`config.mk`:
```
export PLATFORM = sky130hd
export DESIGN_NAME = weight_ordered_enumerator
export DESIGN_NICKNAME = d
export VERILOG_FILES = /design/src/rtl/weight_ordered_enumerator.sv
export SDC_FILE = /design/constraint.sdc
export NUM_CORES = 1
export LEC_CHECK = 0
export ABC_AREA = 1
export ABC_CLOCK_PERIOD_IN_PS = 2600
export BUFFER_PORTS_ARGS = -buffer_cell sky130_fd_sc_hd__buf_4
export CORE_MARGIN = 4
export CORE_UTILIZATION = 45
export DETAILED_ROUTE_END_ITERATION = 12
export HOLD_SLACK_MARGIN = 0.08
export PLACE_DENSITY = 0.75
export SETUP_SLACK_MARGIN = 0.3
export SLEW_MARGIN = 20
export SYNTH_ARGS = -nofsm -noshare
export SYNTH_HDL_FRONTEND = slang
export SYNTH_SLANG_ARGS = --single-unit
export TNS_END_PERCENT = 1
```
`constraint.sdc`:
```
create_clock -name clk -period 2.6 [get_ports clk]
set_clock_uncertainty 0.1 [all_clocks]
set_input_delay 0.13 -clock clk [delete_from_list [all_inputs] [get_ports clk]]
set_output_delay 0.13 -clock clk [all_outputs]
set_load 0.02 [all_outputs]
```
`src/rtl/weight_ordered_enumerator.sv`:
```
// Streams every W-bit vector once, grouped by Hamming weight and ascending within a class.
// Next vector is division-free Gosper within a class, then jumps to the packed-LSB start of the next class.
module weight_ordered_enumerator #(
    parameter  int W  = 5,
    localparam int CW = $clog2(W + 1)
) (
    input  logic          clk,
    input  logic          rst,
    input  logic          start,
    output logic          out_valid,
    input  logic          out_ready,
    output logic [W-1:0]  vec,
    output logic [CW-1:0] weight,
    output logic [W-1:0]  index,
    output logic          first_of_class,
    output logic          last_of_class,
    output logic          last,
    output logic          busy,
    output logic          done
);

    typedef enum logic {IDLE = 1'b0, RUN = 1'b1} state_t;

    localparam logic [W-1:0]  ONE_W  = W'(1);
    localparam logic [CW-1:0] ONE_CW = CW'(1);
    localparam logic [CW-1:0] W_CW   = CW'(W);

    state_t        state_q, state_d;
    logic [W-1:0]  vec_q, vec_d;
    logic [W-1:0]  index_q, index_d;
    logic [CW-1:0] weight_q, weight_d;
    logic          first_q, first_d;
    logic          lastc_q, lastc_d;
    logic          last_q, last_d;
    logic          done_q, done_d;

    // k ones packed into the LSBs; k == W yields all ones.
    function automatic logic [W-1:0] ones_f(input logic [CW-1:0] k);
        logic [W-1:0] all1;
        all1 = '1;
        return ~(all1 << k);
    endfunction

    function automatic logic [CW-1:0] tz_f(input logic [W-1:0] v);
        logic [CW-1:0] n;
        n = '0;
        for (int i = W - 1; i >= 0; i--) begin
            if (v[i]) n = CW'(i);
        end
        return n;
    endfunction

    // W bits suffice for r: within a class the add never carries out.
    function automatic logic [W-1:0] gosper_f(input logic [W-1:0] v);
        logic [W-1:0] c, r;
        c = v & (~v + ONE_W);
        r = v + c;
        return r | (((r ^ v) >> 2) >> tz_f(v));
    endfunction

    always_comb begin
        state_d  = state_q;
        vec_d    = vec_q;
        weight_d = weight_q;
        index_d  = index_q;
        first_d  = first_q;
        lastc_d  = lastc_q;
        last_d   = last_q;
        done_d   = 1'b0;
        unique case (state_q)
            IDLE: begin
                if (start) begin
                    state_d  = RUN;
                    vec_d    = '0;
                    weight_d = '0;
                    index_d  = '0;
                    first_d  = 1'b1;
                    lastc_d  = 1'b1;
                    last_d   = 1'b0;
                end
            end
            RUN: begin
                if (out_ready) begin
                    if (last_q) begin
                        state_d = IDLE;
                        done_d  = 1'b1;
                        first_d = 1'b0;
                        lastc_d = 1'b0;
                        last_d  = 1'b0;
                    end else begin
                        if (lastc_q) begin
                            weight_d = weight_q + ONE_CW;
                            vec_d    = ones_f(weight_d);
                        end else begin
                            vec_d    = gosper_f(vec_q);
                        end
                        index_d = index_q + ONE_W;
                        first_d = (vec_d == ones_f(weight_d));
                        lastc_d = (vec_d == (ones_f(weight_d) << (W_CW - weight_d)));
                        last_d  = (weight_d == W_CW);
                    end
                end
            end
            default: ;
        endcase
    end

    always_ff @(posedge clk) begin
        if (rst) begin
            state_q  <= IDLE;
            vec_q    <= '0;
            weight_q <= '0;
            index_q  <= '0;
            first_q  <= 1'b0;
            lastc_q  <= 1'b0;
            last_q   <= 1'b0;
            done_q   <= 1'b0;
        end else begin
            state_q  <= state_d;
            vec_q    <= vec_d;
            weight_q <= weight_d;
            index_q  <= index_d;
            first_q  <= first_d;
            lastc_q  <= lastc_d;
            last_q   <= last_d;
            done_q   <= done_d;
        end
    end

    assign out_valid      = (state_q == RUN);
    assign busy           = (state_q == RUN);
    assign vec            = vec_q;
    assign weight         = weight_q;
    assign index          = index_q;
    assign first_of_class = first_q;
    assign last_of_class  = lastc_q;
    assign last           = last_q;
    assign done           = done_q;

endmodule
```
==> out/qor.yml, run 1 <==
cts_root_buffer: "clkbuf_4"
area_delta_synth_final_pct: 21.7
arrival_ns: 2.30
clk_latency_ns: 0.31
crit_type: "reg2reg"
drc: 0
track_usage_pct: 17.1
num_rows: 19
period_minus_slack_ns: 2.15
maxSlewViolCount: 0
reg2reg_from: "weight[0]$_SDFFE_PP0P_"
max_slew_margin_pct: 60.0
vdd_drop_max_mv: 0.401
cap_viol_max_count: 0
critical_path.startpoint_type: "register"
avgViaCountPerCell: 5.03
critPathMaxFanout: 6
initial_utilization_pct: 48.8
gp_congestion: 0.870
rsz0062_at_grt: "false"
setup_viol: 0
die_area_um2: 4070
endpoint_kind: "register"
drt-pass1-iter-count: 4
tritoncts: "yes"
grt_antenna_before_repair: 0
diodes: 0
yosysSeqAreaShare_pct: 25.7
cts.sinks: 18
status: "finished clean"
fillCellCount: 275
drt-initial-drc-count: 106
nNetsFinal: 248
startpoint: "weight[0]$_SDFFE_PP0P_"
clk_pin_slew_worst_paths_ns: 0.11
clock.fmax_ghz: 0.466
worst_slew_pin_slew_ns: 0.593
ioPinCount: 23
hpwl_um: 2590
gr-total-overflow: 0
power.leakage_nw: 0.803
min_from: "index[4]$_SDFFE_PP0P_"
power.density_nw_per_um2: 503
routed_wl_um: 3420
synth.net_count: 222
hold_slack_ns: 0.385
grt_pass1_vias: 1230
hold_class: "reg2reg"
required_ns: 2.75
cts_buffer_depth: 2
dp_slack_ns: 0.229
fin_setup_tns_ns: 0
die_w_um: 63.8
fin_ws_ns: 0.454
fp.dieH_um: 63.8
grt_max_degree: 13
core-area_um2: 2880
ys_warn_count: 0
htreeDepth: 1
synth_cell_types: 36
synth-seq-cells: 18
fin_crit_sh_pct: 82.5
netlist_instances: 212
netlist_area_um2: 1400
numPortBuffers: 22
drive_above_1_share_pct: 24.9
vias: 1404
ant_nets: 0
hold_viol_final: 0
drt-wirelength-per-cell_um: 12.3
grt_pass1_wl_um: 5620
finish.utilization_pct: 59.3
syn_avg_cell_area_um2: 6.62
cts_buffers: 3
## worst paths after layout
path,depth (start not counted),end,slack [ns]
max,12,last_of_class$_SDFFE_PP0P_,0.45
min,1,index[4]$_SDFFE_PP0P_,0.38
max reg2reg,12,last_of_class$_SDFFE_PP0P_,0.45
min reg2reg,1,index[4]$_SDFFE_PP0P_,0.38
## area by class of cell
cell class                 count  area, µm²  share of cell area (%)
clock buffer                   4       36.3                    2.13
sequential                    18        368                    21.6
timing repair buffer          28        218                    12.8
inverter                      26        105                    6.16
multi-input combinational    161        927                    54.3
tap                           42       52.6                    3.08
## cells by family (layout without fill, tap and decap cells)
kind of cell | Yosys count | count (layout) | share of synthesized area (%)
XOR/XNOR | 1 | 1 | 0.625
AND/OR/NAND/NOR | 117 | 117 | 39.4
flip-flops | 18 | 18 | 25.7
adder cells (fa/ha/maj) | 6 | 6 | 5.35
AO/OA/AOI/OAI | 37 | 37 | 17.1
buffers and inverters | 33 | 58 | 11.8
## worst max-delay path, cell delays in order, from the launching register on
cell and delay [ns]:
dfxtp_4 0.38, ha_4 0.16, inv_2 0.06, ha_4 0.20, nand2_4 0.09, o21ai_4 0.09
ha_4 0.33, nand2_1 0.09, nor3_2 0.19, nor2_1 0.06, a21oi_1 0.11, nand4_1 0.10
a21oi_1 0.14
## sequential cells by signal (all words and copies together), names as in the netlist
| register | flops |
|---|---|
| busy | 1 |
| weight | 3 |
| last_of_class | 1 |
| done | 1 |
| index | 5 |
| vec | 5 |
| first_of_class | 1 |
| last | 1 |
## where the power goes
| group | switching (W) | total (W) | internal [W] |
|---|---|---|---|
| registers | 0.0000255 | 0.000316 | 0.000290 |
| logic | 0.000224 | 0.000363 | 0.000139 |
| clock network | 0.0000951 | 0.000181 | 0.0000856 |
| total | 0.000345 | 0.000859 | 0.000514 |
## metal layers
metal,part of all wire (%),vias up,global-route usage (%)
met3,6.3,4,2.98
met5,0,-,0
li1,-,748,-
met2,45,41,26.1
met4,1.0,0,7.28
met1,47,611,23.7
## placed cells by master (no fill, tap or decap), types with 2 or more instances in the layout
| cell type | Yosys | routed |
|---|---|---|
| o32ai_1 | 2 | 2 |
| ha_1 | 6 | 2 |
| o211ai_1 | 2 | 2 |
| dfxtp_1 | 18 | 16 |
| nor2_1 | 20 | 20 |
| dlygate4sd3_1 | 0 | 3 |
| nor3_1 | 5 | 5 |
| nand4_1 | 5 | 5 |
| o21ai_0 | 11 | 11 |
| ha_4 | 0 | 4 |
| nand2_1 | 55 | 55 |
| nand3_1 | 15 | 15 |
| o21ai_4 | 2 | 2 |
| dfxtp_4 | 0 | 2 |
| buf_4 | 2 | 25 |
| inv_1 | 22 | 21 |
| nand3_2 | 2 | 2 |
| o22ai_1 | 4 | 4 |
| nand2_2 | 6 | 6 |
| a21oi_1 | 11 | 11 |
| inv_2 | 3 | 4 |
| nand2_4 | 3 | 3 |
| clkbuf_4 | 0 | 3 |
## cell usage after synthesis (all sizes together)
| master | count | area share (%) |
|---|---|---|
| a21o | 1 | 0.54 |
| a21oi | 11 | 3.9 |
| a31oi | 1 | 0.45 |
| buf | 6 | 4.0 |
| clkbuf | 1 | 0.27 |
| dfxtp | 18 | 26 |
| ha | 6 | 5.4 |
| inv | 26 | 7.5 |
| nand2 | 64 | 20 |
| nand3 | 17 | 6.8 |
| nand4 | 5 | 2.2 |
| nor2 | 22 | 6.6 |
| nor3 | 6 | 2.5 |
| o211a | 1 | 0.71 |
| o211ai | 2 | 1.1 |
| o21a | 1 | 0.54 |
| o21ai | 14 | 6.9 |
| o22ai | 4 | 1.8 |
| o32ai | 2 | 1.2 |
| or2 | 3 | 1.5 |
| xor2 | 1 | 0.62 |
## repair_timing
| action | 4_1_cts | 5_1_grt |
|---|---|---|
| endpoints found under the setup margin | 1 | 1 |
| endpoints found under the hold margin | 7 | 0 |
| setup buffers | 2 | 0 |
| gates resized for setup | 1 | 5 |
| hold buffers | 3 | 0 |
| pin swaps | 0 | 3 |
## stage by stage
stage,std cells,instance area [µm²],power (W)
after floorplan,212,1410,0.000587
after global placement,270,1580,0.000654
after detailed placement,270,1580,0.000656
after CTS,279,1670,0.000856
after global routing,279,1710,0.000915
final,279,1710,0.000859
Note: power is estimated with default switching activity, not from simulation.
==> run 2, diff against run 1 <==
--- a/config.mk
+++ b/config.mk
@@ -6,13 +6,13 @@
 export NUM_CORES = 1
 export LEC_CHECK = 0
 export ABC_AREA = 1
-export ABC_CLOCK_PERIOD_IN_PS = 2600
+export ABC_CLOCK_PERIOD_IN_PS = 1900
 export BUFFER_PORTS_ARGS = -buffer_cell sky130_fd_sc_hd__buf_4
 export CORE_MARGIN = 4
 export CORE_UTILIZATION = 45
 export DETAILED_ROUTE_END_ITERATION = 12
 export HOLD_SLACK_MARGIN = 0.08
-export PLACE_DENSITY = 0.75
+export PLACE_DENSITY = 0.78
 export SETUP_SLACK_MARGIN = 0.3
 export SLEW_MARGIN = 20
 export SYNTH_ARGS = -nofsm -noshare
==> constraint.sdc (replaced) <==
create_clock -name clk -period 1.9 [get_ports clk]
set_clock_uncertainty 0.1 [all_clocks]
set_input_delay 0.095 -clock clk [delete_from_list [all_inputs] [get_ports clk]]
set_output_delay 0.095 -clock clk [all_outputs]
set_load 0.02 [all_outputs]
==> run 2 against run 1 <==
The run now ends with negative setup slack left. Clock-buffer cell count is the same. Combinational power up 70%. Design area is 10% higher. Non-clock buffer count increased by 15. Critical path depth unchanged. Routed wire length up 4.3%. Die area did not move. First-iteration DRC count is 1.9% lower. Total power up 49%. Flip-flop and latch count stayed put. Via count is 5.8% higher. Critical path type unchanged. Critical endpoint unchanged. Largest power group unchanged.
==> out/qor.yml, run 2 (same netlist as run 1, synthesis figures left out) <==
grt_max_degree: 13
nNetsFinal: 263
setup_viol: 2
vdd_drop_max_mv: 0.544
die_w_um: 63.8
required_ns: 2.04
hpwl_um: 2730
reg2reg_from: "weight[0]$_SDFFE_PP0P_"
cap_viol_max_count: 0
grt_pass1_wl_um: 6150
power.density_nw_per_um2: 680
clk_pin_slew_worst_paths_ns: 0.11
final_cell_mix: "52 x nand2_1, 37 x buf_4, 21 x inv_1"
fin_ws_ns: -0.0998
core-area_um2: 2880
hold_class: "reg2reg"
status: "complete, but fails checks"
reg2reg_slack_ns: -0.1
gp_congestion: 0.868
diodes: 0
cts_root_buffer: "clkbuf_4"
drt-wirelength-per-cell_um: 12.1
initial_utilization_pct: 48.8
whs_endpoint: "index[4]$_SDFFE_PP0P_"
worst_slew_pin_slew_ns: 0.303
power_w: 0.00128
hold_slack_ns: 0.377
clock.fmax_ghz: 0.500
gr-total-overflow: 0
min_from: "index[4]$_SDFFE_PP0P_"
maxSlewViolCount: 0
critical_path.startpoint_type: "register"
num_rows: 19
htreeDepth: 1
violations: "negative setup slack"
fin_crit_sh_pct: 105
timing.rr.end: "last_of_class$_SDFFE_PP0P_"
grt_antenna_before_repair: 0
arrival_ns: 2.14
avgViaCountPerCell: 5.05
cts.sinks: 18
drc: 0
cts_buffer_depth: 2
fillCellCount: 268
grt_pass1_vias: 1383
area_delta_synth_final_pct: 33.9
ioPinCount: 23
ant_nets: 0
dp_slack_ns: -0.0809
mostFrequentLayoutCell: "nand2_1"
vias: 1486
finish.utilization_pct: 65.3
hold_viol_final: 0
numPortBuffers: 22
drt-pass1-iter-count: 4
fp.dieH_um: 63.8
period_minus_slack_ns: 2.00
rsz0062_at_grt: "true"
critPathMaxFanout: 5
place_area_um2: 1760
die_area_um2: 4070
power.leakage_nw: 0.891
crit_type: "reg2reg"
track_usage_pct: 18.3
endpoint_kind: "register"
clk_latency_ns: 0.29
routed_wl_um: 3570
drt-initial-drc-count: 104
tritoncts: "yes"
drive_above_1_share_pct: 33.3
max_slew_margin_pct: 79.6
final_area_um2: 1880
hold_path_depth: 1
rr_worst_depth: 12
cts_buffers: 3
[run 2: metal layers]
metal,global-route usage (%),routed length [µm],up-vias
met4,3.23,21,0
met3,3.15,161,2
li1,-,-,775
met5,0,0,-
met2,32.8,1750,36
met1,23.1,1640,673
[run 2: report_power, final]
group          switching (W)  total [W]  internal (W)
logic               0.000353   0.000616      0.000263
registers          0.0000255   0.000424      0.000398
clock network       0.000122   0.000239      0.000117
[run 2: area by class of cell]
| cell class | instances | area (µm²) | area share (%) |
|---|---|---|---|
| clock buffer | 4 | 36.3 | 1.93 |
| inverter | 26 | 105 | 5.60 |
| multi-input combinational | 161 | 961 | 51.2 |
| sequential | 18 | 373 | 19.9 |
| tap | 42 | 52.6 | 2.80 |
| timing repair buffer | 43 | 350 | 18.7 |
[run 2: critical path, cell delays in order, from the launching register on]
cell     delay, ns
dfxtp_4       0.37
ha_4          0.16
inv_2         0.05
ha_4          0.20
nand2_4       0.07
o21ai_4       0.07
ha_4          0.30
nand2_4       0.07
nor3_4        0.18
nor2_1        0.05
a21oi_1       0.12
nand4_1       0.09
a21oi_1       0.12
[run 2: worst max path at each step]
stage                                 startpoint                          to  slack [ns]  cells past startpoint
after floorplan           weight[1]$_SDFFE_PP0P_  last_of_class$_SDFFE_PP0P_       -0.11                     12
after global placement    weight[0]$_SDFFE_PP0P_  last_of_class$_SDFFE_PP0P_       -0.07                     13
after detailed placement  weight[0]$_SDFFE_PP0P_  last_of_class$_SDFFE_PP0P_       -0.08                     13
after CTS                 weight[0]$_SDFFE_PP0P_  last_of_class$_SDFFE_PP0P_       -0.11                     12
after global routing      weight[0]$_SDFFE_PP0P_  last_of_class$_SDFFE_PP0P_       -0.22                     16
final                     weight[0]$_SDFFE_PP0P_  last_of_class$_SDFFE_PP0P_        -0.1                     12
[run 2: what timing repair did]
action,CTS,global route
endpoints found under the setup margin,4,9
resized for setup,9,7
hold buffers,3,0
setup buffers,1,1
pin swaps,7,3
hold endpoints to repair,7,0
[run 2: per-stage QoR]
stage | cells | setup TNS, ns
finish | 294 | -0.159
global placement | 285 | -0.108
CTS | 293 | -0.140
global route | 294 | -0.407
floorplan | 212 | -0.106
detailed placement | 285 | -0.150
==> run 3, diff against run 2 <==
--- a/config.mk
+++ b/config.mk
@@ -11,8 +11,10 @@
 export CORE_MARGIN = 4
 export CORE_UTILIZATION = 45
 export DETAILED_ROUTE_END_ITERATION = 12
+export GPL_TIMING_DRIVEN = 0
 export HOLD_SLACK_MARGIN = 0.08
 export PLACE_DENSITY = 0.78
+export RECOVER_POWER = 25
 export SETUP_SLACK_MARGIN = 0.3
 export SLEW_MARGIN = 20
 export SYNTH_ARGS = -nofsm -noshare
==> run 3 against run 2 <==
The flow still finishes with violations (negative setup slack). Final cell count fell by 0.34%. Setup slack got worse by 0.18 ns. Fmax fell by 8.1%. Highest routed layer unchanged. Design area fell by 3.1%. Global-route usage fell by 0.94 points. Sequential power barely moved. Routed wire length rose by 1.7%.
==> out/qor.yml, run 3 (same netlist as run 1, synthesis figures left out) <==
die_w_um: 63.8
drc: 0
fin_crit_sh_pct: 115
grt_antenna_before_repair: 0
switching_share_pct: 41.2
cts_buffers: 3
period_minus_slack_ns: 2.18
post_layout_nonfiller_instances: 293
hpwl_um: 2570
fillCellCount: 272
seq_power_share_pct: 34.7
maxSlewViolCount: 0
area_delta_synth_final_pct: 29.8
netSwitchingPower_w: 0.000501
highest_layer: "met4"
ioPinCount: 23
setup_viol: 2
clk_latency_ns: 0.29
clock.fmax_ghz: 0.460
die_area_um2: 4070
worst_slew_pin_slew_ns: 0.587
core-area_um2: 2880
wl_met1_um: 1630
power.density_nw_per_um2: 668
track_usage_pct: 17.4
rsz0062_at_grt: "true"
drt-pass1-iter-count: 4
fin_ws_ns: -0.276
met3_wirelength_um: 170
cap_viol_max_count: 0
required_ns: 2.03
power.leakage_nw: 0.841
grt_pass1_vias: 1322
critPathMaxFanout: 4
cts_root_buffer: "clkbuf_4"
tritoncts: "yes"
critical_path.startpoint_type: "register"
routed_wl_um: 3630
final_cell_mix: "50 x nand2_1, 26 x buf_4, 20 x inv_1"
status: "complete, but fails checks"
num_rows: 19
clk_pin_slew_worst_paths_ns: 0.10
fp.dieH_um: 63.8
cts.sinks: 18
grt_pass1_wl_um: 5800
numPortBuffers: 22
grt_max_degree: 11
arrival_ns: 2.31
endpoint_kind: "register"
vias: 1519
drt-wirelength-per-cell_um: 12.4
vdd_drop_max_mv: 0.460
gr-total-overflow: 0
violations: "negative setup slack"
drt-initial-drc-count: 95
mostFrequentLayoutCell: "nand2_1"
initial_utilization_pct: 48.8
drive_above_1_share_pct: 29.1
diodes: 0
power_frac_comb_pct: 49.8
hold_viol_final: 0
gp_congestion: 0.932
power_w: 0.00122
cts_buffer_depth: 2
ant_nets: 0
hold_class: "in2reg"
internal_power_w: 0.000716
htreeDepth: 1
max_slew_margin_pct: 60.5
dp.cells: 276
crit_type: "reg2reg"
route.met2.wl_um: 1770
p_clk_share_pct: 15.5
avgViaCountPerCell: 5.18
nNetsFinal: 262
run 3: changes by cell type in the layout (fill, tap and decap cells not counted), moves of 2 or more:
cell,before,now
clkbuf_1,0,9
nand2_2,7,9
dfxtp_2,4,1
buf_4,37,26
dfxtp_1,12,15
nand2_1,52,50
buf_2,0,2
nor2_2,4,2
nor2_1,17,19
run 3: per-layer routing:
layer  track usage [%]  up-vias
met1              21.4      685
met2              30.6       43
met3              3.85        6
li1                  -      785
met5                 0        -
met4              4.04        0
run 3: worst paths after layout:
kind	startpoint	endpoint	slack, ns	cells past startpoint
worst min-delay path	start	last_of_class$_SDFFE_PP0P_	0.16	5
worst max register to register	weight[0]$_SDFFE_PP0P_	last_of_class$_SDFFE_PP0P_	-0.28	16
worst min register to register	index[4]$_SDFFE_PP0P_	index[4]$_SDFFE_PP0P_	0.38	1
worst max-delay path	weight[0]$_SDFFE_PP0P_	last_of_class$_SDFFE_PP0P_	-0.28	16
run 3: final cells by class:
class                      instances  area, µm²  area share [%]
multi-input combinational        161        967            53.1
sequential                        18        369            20.3
timing repair buffer              35        240            13.2
inverter                          26        105            5.77
buffer                             7       60.1            3.30
tap                               42       52.6            2.89
clock buffer                       3       22.5            1.24
clock inverter                     1       3.75           0.206
run 3: power by group through the flow:
stage / Sequential, W / Clock (W) / Combinational, W
final: 0.000422 / 0.000189 / 0.000606
after global routing: 0.000427 / 0.000215 / 0.000664
after CTS: 0.000422 / 0.000195 / 0.000560
after detailed placement: 0.000433 / 0 / 0.000517
after global placement: 0.000432 / 0 / 0.000510
after floorplan: 0.000455 / 0 / 0.000375
run 3: worst max-delay path, stage by stage, from the launching register on:
cell and delay (ns):
dfxtp_4 0.39, ha_4 0.14, inv_2 0.04, ha_4 0.27
nand2_4 0.05, o21ai_4 0.09, ha_4 0.19, nand3_2 0.08
nand2_2 0.07, nand2_2 0.06, nand2_2 0.10, inv_2 0.03
nand2_1 0.05, nand2_1 0.05, nor2_1 0.08, nand4_1 0.18
a21oi_2 0.16
run 3: metrics by stage:
step                util [%]  cell area, µm²  hold WS (ns)  TNS (ns)  setup WS [ns]
floorplan                  -            1470         0.145    -0.106         -0.106
global placement        58.5            1680         0.280    -0.300         -0.263
detailed placement      58.5            1680         0.277    -0.365         -0.282
CTS                     62.9            1810         0.121    -0.223         -0.223
global route            63.3            1820         0.207    -0.562         -0.377
finish                  63.3            1820         0.156    -0.329         -0.276
run 3: what timing repair did:
action	CTS	global route
gates resized for setup	6	6
endpoints found under the hold margin	6	0
hold buffers	3	0
setup endpoints to repair	5	14
setup buffers	7	3
pin swaps	6	6
